**config.mk**
```make
export PLATFORM = sky130hd
export DESIGN_NAME = pixel_unpacker
export DESIGN_NICKNAME = d
export VERILOG_FILES = /design/src/rtl/pixel_unpacker.sv
export SDC_FILE = /design/constraint.sdc
export NUM_CORES = 1
export LEC_CHECK = 0
export BUFFER_PORTS_ARGS = -buffer_cell sky130_fd_sc_hd__buf_2
export CAP_MARGIN = 20
export CORE_UTILIZATION = 50
export CTS_CLUSTER_SIZE = 20
export DETAILED_ROUTE_END_ITERATION = 8
export PLACE_DENSITY = 0.74
export SYNTH_ARGS = -nofsm -noshare
export SYNTH_HDL_FRONTEND = slang
export SYNTH_SLANG_ARGS = --single-unit
```
**constraint.sdc**
```tcl
create_clock -name clk -period 1.5 [get_ports clk]
set_input_delay 0.15 -clock clk [delete_from_list [all_inputs] [get_ports clk]]
set_output_delay 0.15 -clock clk [all_outputs]
set_load 0.05 [all_outputs]
```
**src/rtl/pixel_unpacker.sv**
```systemverilog
// AXI-Stream sink that unpacks 24-bit RGB pixels from 32-bit words (4 pixels per 3 words).
// Emits one pixel per handshake with SOF/EOL markers, latches framing errors and measures line length.
module pixel_unpacker #(
  parameter int LINE_CNT_W = 13
) (
  input  logic                  clk,
  input  logic                  reset,
  input  logic [31:0]           in_stream_tdata,
  input  logic [3:0]            in_stream_tkeep,
  input  logic                  in_stream_tlast,
  input  logic                  in_stream_tuser,
  input  logic                  in_stream_tvalid,
  output logic                  in_stream_tready,
  output logic [7:0]            out_red,
  output logic [7:0]            out_green,
  output logic [7:0]            out_blue,
  output logic                  out_sof,
  output logic                  out_eol,
  output logic                  out_valid,
  input  logic                  out_ready,
  output logic                  err_sticky,
  input  logic                  err_clear,
  output logic [LINE_CNT_W-1:0] line_pixels
);

  typedef enum logic [1:0] {PH0, PH1, PH2, PH3} phase_e;

  phase_e                phase_q, phase_d;
  logic [23:0]           res_q, res_d;
  logic                  eolPend_q, eolPend_d;
  logic [23:0]           pixel_q, pixel_d;
  logic                  outSof_q, outSof_d;
  logic                  outEol_q, outEol_d;
  logic                  outValid_q;
  logic                  errSticky_q;
  logic [LINE_CNT_W-1:0] count_q, count_d;
  logic [LINE_CNT_W-1:0] linePixels_q, linePixels_d;
  logic [LINE_CNT_W-1:0] cntInc;

  logic load, wordHs, ph3Load, pixelLoad, tuserWord, errNow;

  // The output stage may be refilled when empty or when its pixel is taken this cycle.
  assign load             = !outValid_q || out_ready;
  assign in_stream_tready = load && (phase_q != PH3) && !reset;
  assign wordHs           = in_stream_tvalid && in_stream_tready;
  assign ph3Load          = load && (phase_q == PH3) && !reset;
  assign pixelLoad        = wordHs || ph3Load;
  assign tuserWord        = wordHs && in_stream_tuser;

  always_ff @(posedge clk) begin
    if (reset) phase_q <= PH0;
    else       phase_q <= phase_d;
  end

  // A tuser word always restarts the group; tlast before w2 closes the line early.
  always_comb begin
    phase_d = phase_q;
    if (wordHs) begin
      if (in_stream_tuser || phase_q == PH0) begin
        phase_d = in_stream_tlast ? PH0 : PH1;
      end else if (phase_q == PH1) begin
        phase_d = in_stream_tlast ? PH0 : PH2;
      end else begin
        phase_d = PH3;
      end
    end else if (ph3Load) begin
      phase_d = PH0;
    end
  end

  always_comb begin
    pixel_d   = res_q;
    outSof_d  = 1'b0;
    outEol_d  = 1'b0;
    res_d     = res_q;
    eolPend_d = eolPend_q;
    errNow    = 1'b0;
    if (wordHs) begin
      errNow = (in_stream_tkeep != 4'hF) || (in_stream_tuser && phase_q != PH0);
      if (in_stream_tuser || phase_q == PH0) begin
        pixel_d  = in_stream_tdata[23:0];
        outSof_d = in_stream_tuser;
        res_d    = {16'h0000, in_stream_tdata[31:24]};
        if (in_stream_tlast) begin
          outEol_d = 1'b1;
          res_d    = '0;
          errNow   = 1'b1;
        end
      end else if (phase_q == PH1) begin
        pixel_d = {in_stream_tdata[15:8], in_stream_tdata[7:0], res_q[7:0]};
        res_d   = {8'h00, in_stream_tdata[31:16]};
        if (in_stream_tlast) begin
          outEol_d = 1'b1;
          res_d    = '0;
          errNow   = 1'b1;
        end
      end else begin
        pixel_d   = {in_stream_tdata[7:0], res_q[15:0]};
        res_d     = in_stream_tdata[31:8];
        eolPend_d = in_stream_tlast;
      end
    end else if (ph3Load) begin
      pixel_d   = res_q;
      outEol_d  = eolPend_q;
      eolPend_d = 1'b0;
    end
  end

  // Line length counts loaded pixels and saturates rather than wrapping.
  always_comb begin
    cntInc       = (&count_q) ? count_q : count_q + LINE_CNT_W'(1);
    count_d      = count_q;
    linePixels_d = linePixels_q;
    if (pixelLoad) begin
      if (outEol_d) begin
        linePixels_d = tuserWord ? LINE_CNT_W'(1) : cntInc;
        count_d      = '0;
      end else if (tuserWord) begin
        count_d = LINE_CNT_W'(1);
      end else begin
        count_d = cntInc;
      end
    end
  end

  always_ff @(posedge clk) begin
    if (reset) begin
      res_q        <= '0;
      eolPend_q    <= 1'b0;
      pixel_q      <= '0;
      outSof_q     <= 1'b0;
      outEol_q     <= 1'b0;
      outValid_q   <= 1'b0;
      errSticky_q  <= 1'b0;
      count_q      <= '0;
      linePixels_q <= '0;
    end else begin
      res_q        <= res_d;
      eolPend_q    <= eolPend_d;
      count_q      <= count_d;
      linePixels_q <= linePixels_d;
      errSticky_q  <= errNow || (errSticky_q && !err_clear);
      if (pixelLoad) begin
        pixel_q    <= pixel_d;
        outSof_q   <= outSof_d;
        outEol_q   <= outEol_d;
        outValid_q <= 1'b1;
      end else if (load) begin
        outValid_q <= 1'b0;
      end
    end
  end

  assign out_red     = pixel_q[23:16];
  assign out_green   = pixel_q[15:8];
  assign out_blue    = pixel_q[7:0];
  assign out_sof     = outSof_q;
  assign out_eol     = outEol_q;
  assign out_valid   = outValid_q;
  assign err_sticky  = errSticky_q;
  assign line_pixels = linePixels_q;

endmodule

```
### Yosys cells after proc, flatten, opt, wreduce, memory -nomap -nowiden

Index checks and enable logic that the tools add are counted.

* mux-type cells: 33
* reductions and logical operators: 23
* add/subtract/negate cells: 1
* equality and inequality tests: 6

Operators by type and width (count)
* $mux 24: 5
* $mux 13: 3
* $mux 1: 18
* $mux 16: 1
* $add 13x1->13 const B: 1
* $reduce_and 13->1: 1
* $mux 2: 5
* $logic_and 1x1->1: 8
* $mux 8: 1
* $ne 2x2->1 const B: 3
* $reduce_bool 2->1: 3
* $logic_or 1x1->1: 5
* $ne 4x4->1 const B: 1
* $logic_not 1->1: 3
* $reduce_and 3->1: 1
* $eq 2x1->1 const B: 1
* $eq 2x2->1 const B: 1
* $logic_not 2->1: 1
* $reduce_and 2->1: 1

* output and inout bits: 42
* bits in registers: 81

### Logic depth before layout (Yosys ltp)

Gate-level depths: netlist of the first run.

* depth after elaboration: 8
* depth in mapped cells: 8

### Worst setup path after synthesis of the first run

Ideal clock, no wire load.

* path type: reg-to-reg
* from: reg outValid_q (netlist: out_valid)
* to: reg linePixels_q[10] (netlist: line_pixels[10])
* path slack: -0.420 ns
* stages on the path, launching flop included: 8
* data arrival time: 1.850 ns
* setup time: 0.070 ns
* data required time: 1.430 ns
* cell sequence: dfxtp_1 -> nand2b_1 -> and4_1 -> buf_6 -> a32oi_4 -> buf_6 -> nand2_1 -> a21oi_1

* cells in the longest elaborated chain, start to end: 7
* elaborated cells on any way between the ends: 13
* classes of those cells: mux: 3; reduce/logical: 10

RTL lines
* start, declared: line 34 `logic outValid_q;`
* start signal, assigned: line 133 `outValid_q <= 1'b0;`
* start signal, assigned: line 147 `outValid_q <= 1'b1;`
* start signal, assigned: line 149 `outValid_q <= 1'b0;`
* $logic_not 1->1 (*): line 43 `assign load = !outValid_q || out_ready;`
* $logic_or 1x1->1 (*): line 43
* $logic_and 1x1->1, on equally long branches (2 in series): line 46, 44
* $mux 1 or $logic_and 1x1->1 (tied branches): line 102, 45
* $mux 1, or another cell as far along: line 78 `if (wordHs) begin`
* $reduce_and 2->1 (no source line) or $mux 13 (tied branches)
* end signal, assigned: line 141 `linePixels_q <= linePixels_d;`
* end, declared: line 37 `logic [LINE_CNT_W-1:0] linePixels_q, linePixels_d;`

Every way passes the cells marked *; elsewhere a longest branch is shown, timed or not.
A chain may end at the register's enable or synchronous reset.

### Worst setup path in the final report of the first run

* from: reg outValid_q (netlist: out_valid)
* to: reg pixel_q[3]

* cells in the longest elaborated chain, start to end: 6
* elaborated cells on any way between the ends: 9
* classes of those cells: mux: 1; reduce/logical: 8

RTL lines
* $logic_not 1->1 (*): line 43
* $logic_or 1x1->1 (*): line 43
* $logic_and 1x1->1 (2 in series): line 44 `assign in_stream_tready = load && (phase_q != PH3) && !reset;`
* $logic_and 1x1->1: line 45 `assign wordHs = in_stream_tvalid && in_stream_tready;`
* $mux 24 or $logic_or 1x1->1 (tied branches): line 78, 47
* end signal, assigned: line 144 `pixel_q <= pixel_d;`
* end, declared: line 31 `logic [23:0] pixel_q, pixel_d;`

Marks and branches as above.

==> results of run 1 <==
## power breakdown
group	leakage, nW	internal (mW)	switching, mW	total [mW]
Clock	0.109	0.881	0.888	1.77
Combinational	1.77	0.466	0.769	1.23
Sequential	0.668	2.23	0.0624	2.29
## cell type report
cell class | instances | share of cell area (%)
clock buffer | 11 | 2.339
clock inverter | 5 | 0.9392
inverter | 4 | 0.2684
multi-input combinational | 360 | 46.67
sequential | 81 | 25.28
tap | 102 | 1.955
timing repair buffer | 186 | 22.54
## flip-flops by register name, summed over array words and instances (netlist names)
register,flops
out_valid,1
out_eol,1
eolPend_q,1
res_q,24
pixel_q,24
out_sof,1
phase_q,2
line_pixels,13
count_q,13
err_sticky,1
## cells in the mapped netlist, types with 4 or more instances
cell	count	area share (%)
nand2b_1	7	1.1
a211oi_1	17	3.1
dfxtp_1	81	39
o21ai_1	8	0.97
or2_0	7	1.1
a21oi_1	51	6.2
nand3_1	23	2.8
nor3_1	14	1.7
and3_1	5	0.76
clkbuf_1	15	1.4
mux2i_1	17	4.1
a221oi_1	22	4.7
nor2_1	53	4.8
buf_2	10	1.2
buf_4	4	0.72
nor2b_1	19	2.9
o21ai_0	8	0.97
nand2_1	27	2.4
a22oi_1	11	2.0
a2bb2oi_1	8	1.7
buf_6	4	1.1
buf_1	5	0.45
a31oi_1	8	1.2
a221o_1	8	1.9
## how the worst max path moves through the flow
| stage | startpoint | end | cells after the start |
|---|---|---|---|
| after global routing | count_q[1] | line_pixels[5] | 6 |
| after detailed placement | out_ready | line_pixels[12] | 7 |
| after CTS | phase_q[1] | line_pixels[12] | 7 |
| after floorplan | out_valid | line_pixels[7] | 6 |
| final | out_valid | pixel_q[3] | 7 |
| after global placement | phase_q[0] | count_q[6] | 6 |
## metal layers
| metal | GRT usage, % | vias to the layer above | wire [um] |
|---|---|---|---|
| met3 | 5.285 | 100 | 1978 |
| met5 | 0 | - | 0 |
| met1 | 47.64 | 2364 | 6934 |
| met4 | 12.69 | 0 | 771 |
| li1 | - | 2141 | - |
| met2 | 49.88 | 468 | 7619 |
## placed cells by master (no fill, tap or decap), types with 9 or more instances in the layout
cell type	n
nand3_1	14
nor3_1	10
a21oi_1	29
clkbuf_8	9
o21ai_1	9
buf_12	9
buf_6	30
nand2_1	22
nor2_4	9
a221oi_2	15
nor2_1	42
nor2b_1	17
a211oi_1	12
a22oi_1	10
buf_4	59
mux2i_1	9
a21oi_2	14
dfxtp_1	70
buf_2	83
## per-stage QoR
stage               total power [mW]  util (%)
floorplan                      2.922         -
global placement               3.216     64.70
detailed placement             3.235     64.70
CTS                            5.016     73.51
global route                   5.428     82.76
finish                         5.298     82.76
## kinds of logic after synthesis
| logic type | after synthesis | share of synthesized area (%) |
|---|---|---|
| and+or+nand+nor | 173 | 22.11 |
| AOI/OAI and AO/OA | 163 | 28.24 |
| DFF | 81 | 39.14 |
| buffers and inverters | 42 | 5.255 |
| muxes | 17 | 4.107 |
| xor gates and xnor gates | 4 | 0.8458 |
| adders and majority gates | 1 | 0.3020 |
## timing repair
action                                  in CTS  in global routing
pin swaps                                   28                 72
cloned                                       3                  3
gates resized for setup                     75                133
buffers inserted                            20                 11
endpoints found under the setup margin      74                 68
## worst max-delay path: stages, from the launching register on
cell and delay, ns:
dfxtp_4 0.37, nand2b_4 0.13, nand4_4 0.19, buf_6 0.18, nor2_4 0.20, buf_12 0.16, mux2i_1 0.23, a211oi_1 0.10
==> metrics, run 1 <==
Layout Skew=approximately 0.0080 ns; Residual DRC=0; # diodes=0; vias per cell=6.773; reg-to-reg setup timing slack=-0.17 ns; measured slew at the worst slew-check pin=0.4027 ns; number of global-route vias before repair=4,234; endpoints failing setup=53; initial antenna violation count=0; RSZ-0062 raised after global routing=true; Post-Synthesis Cells=481; TritonCTS buffer count=9; RR Startpoint=out_valid; detailed-route wire length=17,300 um; Die H=93.03 um; final hold vios=0; global route overflow=0; total track usage=about a third; root buffer cell=clkbuf_8; Yosys reg bits=81; R2R Path End=pixel_q[3]; Crit path arrival time=1.91 ns; Synth async-reset ratio=0%; # fillers=410; area delta synth->final=57.57%; first-iteration detailed-routing DRC count=624; CTS tree=yes; EDFF count, synth=0; Max Cap Violations=0; placer congestion estimate=0.9817; Detail Placement HPWL=between 9000 and 10,000 um; Tightest Hold Check Type=input pin to register; nets=686; final antenna-violating net count=0; H-Tree Depth=3; ys flop type=dfxtp_1; Finished Cell Area=around 0.0065 mm^2; final hold slack=0.03882 ns; Placed Instance Area=0.005104 mm^2; crit-path max FO=6; cts-stage hold buffer count=0; worst slack, placed=-0.1630 ns; Reg area=0.001650 mm^2; final worst-path cycle share=111.1%; full die area=0.008654 mm^2; sequential cell area fraction in the yosys report=between 30% and 40%; pin count of the biggest net entering global routing=29; setup TNS=-3.308 ns; Layout Cells excl Fill=749; PortBufs=between 80 and 90; Rows=32; Die W=93.03 um; R2R depth=7; synthesized net count=around 530; CTS Sinks=81; Cell Area, Synth=0.004143 mm^2; worst hold path depth=3; initial core utilization=52.52%; placed insts=between 600 and 700; HP Start=err_clear; Worst Setup Start Kind=register; status=complete, but fails checks; P per Cell Area=811.6 mW/mm^2; fmax=600.1 MHz; clock transition at the registers of the reported paths=0.09 ns; clk buf depth=2; Hold EP=err_sticky; multi-input logic area=0.003047 mm^2; Crit Path Category=register to register; total core area=0.007888 mm^2; Rel. slew slack=73.15%; Clk Latency, worst-skew pair=0.36 ns; failing checks=setup timing; type of destination of the critical path=register; via count=5,073; first-pass GRT wire length=22,310 um; Period minus WS final=between 1.5 and 2 ns; static leakage=2.548 nW; setup ws final=-0.1665 ns; layout cells sized above 1=52.24%; Synth cell types=57; Synth warnings=0; Avg WL per Cell=23.10 um; average size of a mapped cell=8.613 um^2; I/O pin cnt=85; Peak supply drop=0.5260 mV; final slew viol count=0; drt pass-1 iters=5; CP Data Required Time=~1.7 ns
No activity file was read; power rests on OpenSTA's default activity.
==> run 2, diff against run 1 <==
SETUP_SLACK_MARGIN = 0.15   (was not set)
==> run 2 against run 1 <==
The flow still finishes with violations (setup timing). Via count is 3.0% higher. Sequential power hardly changed. Worst setup slack worse by 0.16 ns. Routed wire length is 5.2% higher. Flip-flop and latch count stayed put. Fmax is 8.5% lower. Power is 1.6% lower. Die area stayed put. Global-route usage is 2.6 points higher. Hold slack better by 0.017 ns. Register-to-register slack worse by 0.16 ns. Critical endpoint is now res_q[6].
==> metrics, run 2 (synthesis gave the netlist of run 1 again) <==
Worst Setup Start Kind=register; P per Cell Area=812.9 mW/mm^2; placed insts=717; drt pass-1 iters=6; total track usage=35.81%; Residual DRC=0; failing checks=setup timing; root buffer cell=clkbuf_8; layout cells sized above 1=51.89%; CTS Sinks=81; final worst-path cycle share=121.4%; R2R depth=8; Avg WL per Cell=23.86 um; Reg area=0.001647 mm^2; worst slack, placed=-0.1801 ns; Max Cap Violations=0; Top Registers=pixel_q: 24 flops, res_q: 24 flops; TritonCTS buffer count=9; Period minus WS final=between 1.5 and 2 ns; measured slew at the worst slew-check pin=between 0.5 and 0.6 ns; Peak supply drop=0.6462 mV; full die area=around 0.0087 mm^2; total power=approximately 5.2 mW; Die W=93.03 um; number of global-route vias before repair=4,614; RSZ-0062 raised after global routing=true; Tightest Hold Check Type=input pin to register; crit-path max FO=5; final antenna-violating net count=0; status=complete, but fails checks; Die H=93.03 um; type of destination of the critical path=register; Crit path arrival time=2.07 ns; # fillers=417; Crit Path Category=register to register; PortBufs=84; clk buf depth=2; setup ws final=-0.3217 ns; initial antenna violation count=0; clock transition at the registers of the reported paths=0.10 ns; vias per cell=around 7; commonest non-fill, non-tap cell in the layout=buf_2; Rows=32; # diodes=0; via count=between 5,000 and 6,000; placer congestion estimate=0.9615; Rel. slew slack=65.81%; Clk Latency, worst-skew pair=0.37 ns; CTS tree=yes; CP Data Required Time=roughly 1.8 ns; Layout Cells excl Fill=763; commonest non-fill, non-tap cells in the layout=83 x buf_2, 75 x buf_4, 71 x dfxtp_1; first-iteration detailed-routing DRC count=655; Detail Placement HPWL=9770 um; fmax=548.9 MHz; initial core utilization=between 50% and 60%; first-pass GRT wire length=between 20,000 and 25,000 um; Layout Skew=between 0.015 and 0.02 ns; total core area=0.007888 mm^2; I/O pin cnt=85; multi-input logic area=0.002904 mm^2; pin count of the biggest net entering global routing=28; detailed-route wire length=18,210 um; static leakage=2.558 nW; endpoints failing setup=~70; final hold vios=0; H-Tree Depth=3; nets=701; area delta synth->final=54.73%; final slew viol count=0; worst hold path depth=3; global route overflow=0
run 2: cell count changes in the layout (fill, tap and decap cells not counted), sizes merged:
| cell | change |
|---|---|
| clkbuf | -2 |
| clkinv | -2 |
| buf | +17 |
| inv | +1 |
run 2: worst max-delay path: stages (launching register included):
cell      delay (ns)
dfxtp_2         0.40
buf_6           0.15
and2b_2         0.21
buf_6           0.12
nand2_4         0.05
nor2_4          0.19
buf_6           0.17
a22oi_2         0.07
a211oi_1        0.34
run 2: per-layer routing:
metal	wire length, um	global-route usage [%]	up-vias	share of wire (%)
met3	1961	7.642	158	11
met5	0	0	-	0
li1	-	-	2163	-
met2	8411	61.70	472	46
met4	1320	17.18	0	7.2
met1	6514	42.19	2431	36
run 2: report_power, final:
part / switching, mW / internal (mW) / total (mW)
registers: 0.0696 / 2.23 / 2.30
logic: 0.759 / 0.443 / 1.20
clock network: 0.848 / 0.857 / 1.70
run 2: final cells by class:
cell class                 count  share of cell area, %
multi-input combinational    360                  45.31
tap                          102                  1.991
timing repair buffer         201                  23.60
inverter                       4                 0.2733
clock buffer                  11                  2.362
clock inverter                 4                 0.7808
sequential                    81                  25.69
run 2: timing repair:
action                                 CTS  global route
gates resized for setup                113            62
setup endpoints to repair               81            81
endpoints found under the hold margin    0             0
buffers inserted                        12            15
gates cloned                             2             2
pin swaps                               51            20
hold buffers                             0             0
run 2: worst paths after layout:
path | from | endpoint | slack, ns
max | phase_q[0] | res_q[6] | -0.32
min | err_clear | err_sticky | 0.06
max reg2reg | phase_q[0] | res_q[6] | -0.32
min reg2reg | line_pixels[4] | line_pixels[4] | 0.46
run 2: through the flow:
step                util [%]  area, um^2  hold slack, ns  TNS, ns
finish                 81.27        6410         0.05627   -9.593
global route           81.27        6410         0.06223   -11.85
detailed placement     66.34        5233          0.4402   -5.921
floorplan                  -        4229          0.2976   -2.444
global placement       66.34        5233          0.4205   -3.346
CTS                    76.38        6025         0.05941   -2.880
==> run 3, diff against run 2 <==
CELL_PAD_IN_SITES_DETAIL_PLACEMENT = 1   (was not set)
CELL_PAD_IN_SITES_GLOBAL_PLACEMENT = 1   (was not set)
CORE_UTILIZATION = 37   (was 50)
PLACE_DENSITY = 0.73   (was 0.74)
==> run 3 against run 2 <==
The run still ends with setup timing left. Design area up 4.4%. Register-to-register slack improved by 0.11 ns. Hold slack improved by 0.026 ns. Utilization is 20 points lower. Routed wire length grew 8.6%. Power increased by 0.24%. Via count down 7.4%. Global-route usage shrank 6.4 points. Die area up 34%. Critical path depth decreased by 2. Largest cell class unchanged. Largest power group unchanged. Highest routed layer unchanged.
==> metrics, run 3 (synthesis gave the netlist of run 1 again) <==
Peak supply drop=0.7413 mV; initial core utilization=38.05%; first-iteration detailed-routing DRC count=218; final antenna-violating net count=0; detailed-route wire length=about 20,000 um; final worst-path cycle share=114.0%; Clk Latency, worst-skew pair=0.39 ns; static leakage=approximately 2.6 nW; full die area=roughly 0.012 mm^2; CP Data Required Time=1.81 ns; Residual DRC=0; initial antenna violation count=0; sw frac=33.49%; # diodes=0; total core area=0.01089 mm^2; final hold vios=0; Flop pwr share=44.1%; first-pass GRT wire length=approximately 26,000 um; measured slew at the worst slew-check pin=0.4411 ns; commonest non-fill, non-tap cell in the layout=buf_2; placer congestion estimate=0.8723; Worst Setup Start Kind=register; CTS Sinks=81; # fillers=1,198; global route overflow=0; type of destination of the critical path=register; setup TNS=-5.241 ns; Layout Utilization=between 60% and 70%; Die W=roughly 110 um; I/O pin cnt=85; final slew viol count=0; pin count of the biggest net entering global routing=30; Avg WL per Cell=24.77 um; total power=5.223 mW; Layout Skew=0.009959 ns; Period minus WS final=1.709 ns; clock transition at the registers of the reported paths=around 0.09 ns; drt pass-1 iters=4; Power Internal=between 3 and 4 mW; P per Cell Area=780.4 mW/mm^2; layout cells sized above 1=approximately 56%; number of global-route vias before repair=4,758; vias per cell=6.059; Die H=107.8 um; fmax=585.0 MHz; via count=a little under 5,000; Tightest Hold Check Type=input pin to register; Crit path arrival time=2.02 ns; status=complete, but fails checks; Max Cap Violations=0; root buffer cell=clkbuf_8; cts-stage hold buffer count=0; H-Tree Depth=3; Rel. slew slack=a little over two thirds; commonest non-fill, non-tap cells in the layout=84 x buf_2, 74 x buf_4, 69 x dfxtp_1; setup ws final=-0.2093 ns; Rows=38; area delta synth->final=61.55%; Sw Pwr=roughly 1.7 mW; CTS tree=yes; Top Registers=pixel_q: 24 flops, res_q: 24 flops; TritonCTS buffer count=9; nets=697; PortBufs=84; RSZ-0062 raised after global routing=true; total track usage=29.38%; clock share of power=31.4%; combinational share of power=24.5%; Detail Placement HPWL=11,630 um; failing checks=setup timing; endpoints failing setup=69; clk buf depth=2; crit-path max FO=7; Crit Path Category=register to register
run 3: final timing paths:
kind / start / cells after the start / endpoint / slack [ns]
worst max-delay path: out_valid / 6 / line_pixels[12] / -0.21
worst min-delay path: in_stream_tdata[31] / 3 / res_q[23] / 0.08
worst max register to register: out_valid / 6 / line_pixels[12] / -0.21
worst min register to register: res_q[18] / 2 / res_q[18] / 0.45
run 3: cell type report:
class / count / area, um^2 / area share, %
multi-input combinational: 359 / 3141 / 46.92
sequential: 81 / 1652 / 24.68
timing repair buffer: 198 / 1521 / 22.73
tap: 140 / 175.2 / 2.617
clock buffer: 10 / 127.6 / 1.907
clock inverter: 6 / 58.81 / 0.8787
inverter: 4 / 17.52 / 0.2617
run 3: timing repair:
item                                   in CTS  in global routing
gates resized for setup                    86                125
pin swaps                                  15                 48
setup endpoints to repair                  81                 81
cloned                                      1                  3
buffers inserted                            9                 14
endpoints found under the hold margin       0                  0
run 3: layer usage:
metal / vias up / part of all wire (%) / GRT usage, %
met5: - / 0 / 0
met4: 0 / 4.0 / 11.84
met3: 64 / 5.0 / 6.295
met2: 197 / 53 / 52.98
met1: 2416 / 38 / 33.38
li1: 2158 / - / -
run 3: power by group through the flow:
stage               sequential (mW)  combinational, mW  clock, mW
finish                         2.30               1.28       1.64
global route                   2.31               1.33       1.74
CTS                            2.29               1.06       1.64
detailed placement             2.34              0.957          0
global placement               2.34              0.932          0
floorplan                      2.53              0.394          0
run 3: per-stage QoR:
stage	instance area (um^2)	instances	hold WS (ns)	worst slack (ns)
final	6693	798	0.08246	-0.2093
after global routing	6693	798	0.08336	-0.2843
after CTS	5951	781	0.02218	-0.1048
after detailed placement	5330	755	0.4224	-0.1709
after global placement	5330	755	0.4146	-0.1028
after floorplan	4229	481	0.2976	-0.1311
run 3: worst max-delay path, stage by stage, from the launching register on:
cell	delay, ns
dfxtp_4	0.36
nand2b_2	0.14
nand4_4	0.25
o32ai_4	0.43
buf_6	0.19
o211ai_1	0.12
a21oi_1	0.15
